`src/rtl/smart_traffic_light_ctrl.sv`:
```
// Demand-actuated controller for one main/secondary intersection with protected left turn,
// pedestrian phase, yellow/all-red clearance and emergency preemption on both approaches.
//
// state | meaning
// MG    | main through green
// MY    | main yellow
// ML    | main protected left arrow
// LY    | left-arrow yellow
// SG    | secondary green
// SY    | secondary yellow
// PED   | pedestrian walk
// AR    | all-red clearance, picks the next phase on exit
module smart_traffic_light_ctrl #(
    parameter int CNT_W     = 3,
    parameter int TMR_W     = 8,
    parameter int MIN_GREEN = 8,
    parameter int MAX_GREEN = 24,
    parameter int YELLOW_T  = 3,
    parameter int ALLRED_T  = 2,
    parameter int LEFT_T    = 6,
    parameter int PED_T     = 10
) (
    input  logic             clk,
    input  logic             rst,
    input  logic [CNT_W-1:0] main_num,
    input  logic [CNT_W-1:0] left_num,
    input  logic [CNT_W-1:0] sec_num,
    input  logic [CNT_W-1:0] p_num,
    input  logic             m_emergency,
    input  logic             s_emergency,
    output logic [3:0]       m_LRYG,
    output logic [2:0]       s_RYG,
    output logic             p,
    output logic [3:0]       phase,
    output logic             preempt
);

    typedef enum logic [3:0] {
        MG  = 4'd0,
        MY  = 4'd1,
        ML  = 4'd2,
        LY  = 4'd3,
        SG  = 4'd4,
        SY  = 4'd5,
        PED = 4'd6,
        AR  = 4'd7
    } state_t;

    typedef enum logic [1:0] {
        SRV_MG  = 2'd0,
        SRV_ML  = 2'd1,
        SRV_SG  = 2'd2,
        SRV_PED = 2'd3
    } srv_t;

    localparam logic [TMR_W-1:0] MIN_LAST  = TMR_W'(MIN_GREEN - 1);
    localparam logic [TMR_W-1:0] MAX_LAST  = TMR_W'(MAX_GREEN - 1);
    localparam logic [TMR_W-1:0] YEL_LAST  = TMR_W'(YELLOW_T - 1);
    localparam logic [TMR_W-1:0] AR_LAST   = TMR_W'(ALLRED_T - 1);
    localparam logic [TMR_W-1:0] LEFT_LAST = TMR_W'(LEFT_T - 1);
    localparam logic [TMR_W-1:0] PED_LAST  = TMR_W'(PED_T - 1);

    state_t           state, state_nxt, svc_state;
    srv_t             last_served, last_nxt;
    logic [TMR_W-1:0] timer;
    logic             demand;
    logic [3:0]       m_lamp_nxt;
    logic [2:0]       s_lamp_nxt;
    logic             p_nxt;

    assign demand = (left_num != '0) || (sec_num != '0) || (p_num != '0);

    // Service order does not wrap: after PED the only choice is MG.
    always_comb begin
        svc_state = MG;
        case (last_served)
            SRV_MG: begin
                if (left_num != '0)     svc_state = ML;
                else if (sec_num != '0) svc_state = SG;
                else if (p_num != '0)   svc_state = PED;
            end
            SRV_ML: begin
                if (sec_num != '0)      svc_state = SG;
                else if (p_num != '0)   svc_state = PED;
            end
            SRV_SG: begin
                if (p_num != '0)        svc_state = PED;
            end
            default: svc_state = MG;
        endcase
    end

    always_comb begin
        state_nxt = state;
        last_nxt  = last_served;
        case (state)
            MG: begin
                if (!m_emergency && (s_emergency || (demand &&
                    ((timer >= MIN_LAST && main_num == '0) || timer >= MAX_LAST))))
                    state_nxt = MY;
            end
            MY: begin
                if (timer == YEL_LAST) begin
                    state_nxt = AR;
                    last_nxt  = SRV_MG;
                end
            end
            ML: begin
                if (m_emergency || s_emergency || timer == LEFT_LAST)
                    state_nxt = LY;
            end
            LY: begin
                if (timer == YEL_LAST) begin
                    state_nxt = AR;
                    last_nxt  = SRV_ML;
                end
            end
            SG: begin
                if (m_emergency || (!s_emergency &&
                    ((timer >= MIN_LAST && sec_num == '0) || timer >= MAX_LAST)))
                    state_nxt = SY;
            end
            SY: begin
                if (timer == YEL_LAST) begin
                    state_nxt = AR;
                    last_nxt  = SRV_SG;
                end
            end
            PED: begin
                if (m_emergency || s_emergency || timer == PED_LAST) begin
                    state_nxt = AR;
                    last_nxt  = SRV_PED;
                end
            end
            AR: begin
                if (timer == AR_LAST) begin
                    if (m_emergency)      state_nxt = MG;
                    else if (s_emergency) state_nxt = SG;
                    else                  state_nxt = svc_state;
                end
            end
            default: state_nxt = MG;
        endcase
    end

    // Lamps are decoded from the next state so they register on the transition edge.
    always_comb begin
        m_lamp_nxt = 4'b0100;
        s_lamp_nxt = 3'b100;
        p_nxt      = 1'b0;
        case (state_nxt)
            MG:      m_lamp_nxt = 4'b0001;
            MY:      m_lamp_nxt = 4'b0010;
            ML:      m_lamp_nxt = 4'b1100;
            LY:      m_lamp_nxt = 4'b0110;
            SG:      s_lamp_nxt = 3'b001;
            SY:      s_lamp_nxt = 3'b010;
            PED:     p_nxt      = 1'b1;
            default: m_lamp_nxt = 4'b0100;
        endcase
    end

    always_ff @(posedge clk or negedge rst) begin
        if (!rst) begin
            state       <= MG;
            last_served <= SRV_MG;
            timer       <= '0;
            preempt     <= 1'b0;
            m_LRYG      <= 4'b0001;
            s_RYG       <= 3'b100;
            p           <= 1'b0;
        end else begin
            state       <= state_nxt;
            last_served <= last_nxt;
            preempt     <= m_emergency | s_emergency;
            m_LRYG      <= m_lamp_nxt;
            s_RYG       <= s_lamp_nxt;
            p           <= p_nxt;
            if (state_nxt != state)
                timer <= '0;
            else if (timer != '1)
                timer <= timer + TMR_W'(1);
        end
    end

    assign phase = state;

endmodule

```
`config.mk`:
```
export PLATFORM = sky130hd
export DESIGN_NAME = smart_traffic_light_ctrl
export DESIGN_NICKNAME = d
export VERILOG_FILES = /design/src/rtl/smart_traffic_light_ctrl.sv
export SDC_FILE = /design/constraint.sdc
export NUM_CORES = 1
export LEC_CHECK = 0
export CAP_MARGIN = 20
export CORE_MARGIN = 3
export CORE_UTILIZATION = 51
export CTS_CLUSTER_DIAMETER = 200
export DETAILED_ROUTE_END_ITERATION = 7
export PLACE_DENSITY = 0.76
export RECOVER_POWER = 25
export SETUP_SLACK_MARGIN = 0.02
export SYNTH_ARGS = -nofsm -noshare
export SYNTH_HDL_FRONTEND = slang
export SYNTH_SLANG_ARGS = --single-unit
```
`constraint.sdc`:
```
create_clock -name clk -period 3.07 [get_ports clk]
set_clock_uncertainty 0.2 [all_clocks]
set_input_delay 0.614 -clock clk [delete_from_list [all_inputs] [get_ports clk]]
set_output_delay 0.614 -clock clk [all_outputs]
set_load 0.01 [all_outputs]
```
==> qor.yml <==
clock_tree:
  cts.repair.resized: 0
  cts_tree: "done"
  path_clk_slew_ns: 0.14
  quantity_of_hold_fixing_buffers_added_after_cts: 0
  cts_root_buf: "clkbuf_4"
  clock_latency_ns: 0.31
  cts_inserted_buffers: 3
  tritoncts_num_sinks: 23
  postCtsSetupBuffers: 0
  number_of_h_tree_branching_levels: 1
  cts_buffer_depth: 2
routing:
  dr.pass1.iters: 4
  route.detailed.vias_per_inst: 6.03
  routed_wl_um: 3600
  antenna_violating_nets_post_route: 0
  vias: 1339
  detail_route.wl_per_cell_um: 16.2
  drt_iter0_drc: 74
  remaining_drc_errors: 0
worst_setup_path:
  r2r_slack_ns: 0.40
  path_max_fanout: 6
  setup.worst_path.end_class: "flip-flop"
  worstSetupStartpointType: "input port"
  r2r-start: "timer[7]$_DFFE_PN0P_"
  reg2regPathDepth: 6
  timing.critical_path.to: "timer[2]$_DFFE_PN0P_"
  r2r-end: "timer[1]$_DFFE_PN0P_"
  critPathKind: "input port to flip-flop"
  setup.worst_path.start: "sec_num[1]"
  cp_data_required_time_ns: 3.09
  crit_path_arrival_time_ns: 2.81
floorplan:
  fp.dieArea_um2: 3490
  die_height_um: 59.1
  die_wd_um: 59.1
  placementRows: 18
  design.core.area_um2: 2570
  start_util_pct: 56.0
  num_io_pins: 29
global_route:
  globalRoute.busiestLayer: "met2"
  grt_use_met2_pct: 34.9
  antenna_violations_before_repair: 0
  grt_pass1_wl_um: 5890
  use_met3_pct: 3.92
  grt_max_degree: 24
  gr_util_met1_pct: 30.8
  globalRoute.totalOverflow: 0
  grt_pass1_vias: 1275
  groute.usage.overall_pct: 22.1
sta:
  final_tns_setup_ns: 0
  min_period_ns: 2.79
  finalHoldWorstSlack_ns: 0.348
  slew-limit-headroom_pct: 17.2
  rsz0062_at_grt: "no"
  worst_slew_pin_slew_ns: 1.24
  final-hold-violation-count: 0
  final.setup.worst_slack_ns: 0.276
  final_max_slew_viol_count: 0
  fmax_ghz: 0.358
  setup_viol: 0
  final.period_utilization_pct: 91.0
yosys:
  netlist_top_cells_area: "dfrtp_1, nor3_1, dfstp_2, nor2_1, nor4_1"
  dominantRegCellSynth: "dfrtp_1"
  synth_fp_nets: 178
  post_synth_edffs: 0
  synth_top_area_share_pct: 36.6
  syn-mean-instance-area_um2: 9.04
  post-synth-top-area-cell: "dfrtp_1"
  synth.yosys.warnings: 0
  post_synth_num_cell_types: 49
  synth.cell_area_um2: 1440
  asyncSetResetFlopFracSynth_pct: 100
  ff_latch_count_synth: 23
  post_syn_instances: 159
  synth-seq-area-share_pct: 40.2
placed_design:
  hpwlAfterDp_um: 2770
  routabilityCongestion: 0.842
  io_buffer_count: 28
  placement.setup.worst_slack_ns: -0.0515
  placed_area_um2: 1790
layout:
  area_growth_syn_to_layout_pct: 26.4
  num-nets-final: 212
  post_route_cells_drive_above_1_share_pct: 12.5
  antenna_cells: 0
  final_area_um2: 1820
  num-fill-cells: 219
status:
  status: "complete, no violations"
hold_path:
  worstHoldPathType: "flip-flop to flip-flop"
power_and_ir_drop:
  irDropWorstVdd_mv: 0.339
  power_density_nw_per_um2: 371
  power.leakage_nw: 0.749
flow_run:
  max_cap_violations: 0
-- per-layer routing --
layer | part of all wire (%) | vias up
li1 | - | 649
met1 | 44 | 624
met2 | 46 | 64
met3 | 9.6 | 2
met4 | 0.42 | 0
met5 | 0 | -
-- logic make-up after synthesis --
logic type | count (synthesis) | share of synthesized area (%)
XOR/XNOR | 5 | 3.05
AO/OA/AOI/OAI | 32 | 18.2
AND/OR/NAND/NOR | 73 | 28.5
multiplexers | 1 | 0.696
adder cells (fa/ha/maj) | 4 | 3.31
other | 1 | 0.261
buffers and inverters | 20 | 5.74
flip-flops | 23 | 40.2
-- per-stage QoR --
step	total power, mW	utilization [%]	instances
global placement	0.534	69.8	218
floorplan	0.464	-	159
CTS	0.681	70.9	222
finish	0.675	70.8	222
detailed placement	0.539	69.8	218
global route	0.708	70.8	222
-- flip-flops by register name, summed over array words and instances (netlist names) --
register	count
last_served	2
m_LRYG	4
p	1
phase	4
preempt	1
s_RYG	3
timer	8
-- synth_stat cells (all sizes together) (2+ instances only) --
master / instances
o21ai: 5
or3: 5
a31oi: 2
nand2b: 6
nor3: 12
nor2b: 2
a21o: 2
nor4: 9
a21oi: 6
ha: 3
inv: 10
clkbuf: 5
o311ai: 2
nand3: 4
nand4: 4
dfrtp: 21
o41a: 3
buf: 5
o31ai: 3
nor2: 14
nand2: 10
a211oi: 3
xnor2: 4
dfstp: 2
-- how the worst min path moves through the flow --
stage	from	to	cells past startpoint
floorplan	rst	last_served[0]$_DFFE_PN0P_	0
global placement	last_served[0]$_DFFE_PN0P_	last_served[0]$_DFFE_PN0P_	2
detailed placement	last_served[0]$_DFFE_PN0P_	last_served[0]$_DFFE_PN0P_	2
CTS	last_served[0]$_DFFE_PN0P_	last_served[0]$_DFFE_PN0P_	2
global route	last_served[0]$_DFFE_PN0P_	last_served[0]$_DFFE_PN0P_	2
finish	last_served[0]$_DFFE_PN0P_	last_served[0]$_DFFE_PN0P_	2
-- layout make-up --
| cell class | instances | area, um^2 | share of cell area (%) |
|---|---|---|---|
| well taps | 30 | 37.5 | 2.07 |
| multi-input cells | 116 | 777 | 42.8 |
| repair buffers | 39 | 359 | 19.8 |
| flip-flops and latches | 23 | 578 | 31.8 |
| inverters | 10 | 37.5 | 2.07 |
| clock inverters | 1 | 5.00 | 0.275 |
| clock buffers | 3 | 22.5 | 1.24 |
-- report_power, final --
part | switching [mW] | leakage (nW) | internal [mW] | total [mW]
logic | 0.0804 | 0.433 | 0.0857 | 0.166
registers | 0.0343 | 0.298 | 0.332 | 0.366
clock network | 0.0935 | 0.0177 | 0.0486 | 0.142
total | 0.208 | 0.749 | 0.466 | 0.675
-- worst max-delay path: stages --
cell and delay (ns):
clkdlybuf4s50_1 0.42, or3_1 0.42, nor4_1 0.28, a2111o_1 0.15
o41a_2 0.16, or3b_1 0.47, nor4_2 0.29
-- cell usage in the layout (no fill, tap or decap), drive strengths merged, types with 2 or more instances in the layout --
cell type / count
nor2b: 2
clkdlybuf4s50: 27
a21o: 2
clkbuf: 4
inv: 10
o41a: 3
dfstp: 2
nand3: 4
nand2b: 6
or3: 5
nor2: 14
a31oi: 2
xnor2: 4
nor4: 9
a21oi: 6
o31ai: 3
dfrtp: 21
nor3: 12
nand4: 4
a211oi: 3
buf: 10
ha: 3
nand2: 10
o311ai: 2
o21ai: 5
Note: power is estimated with default switching activity, not from simulation.
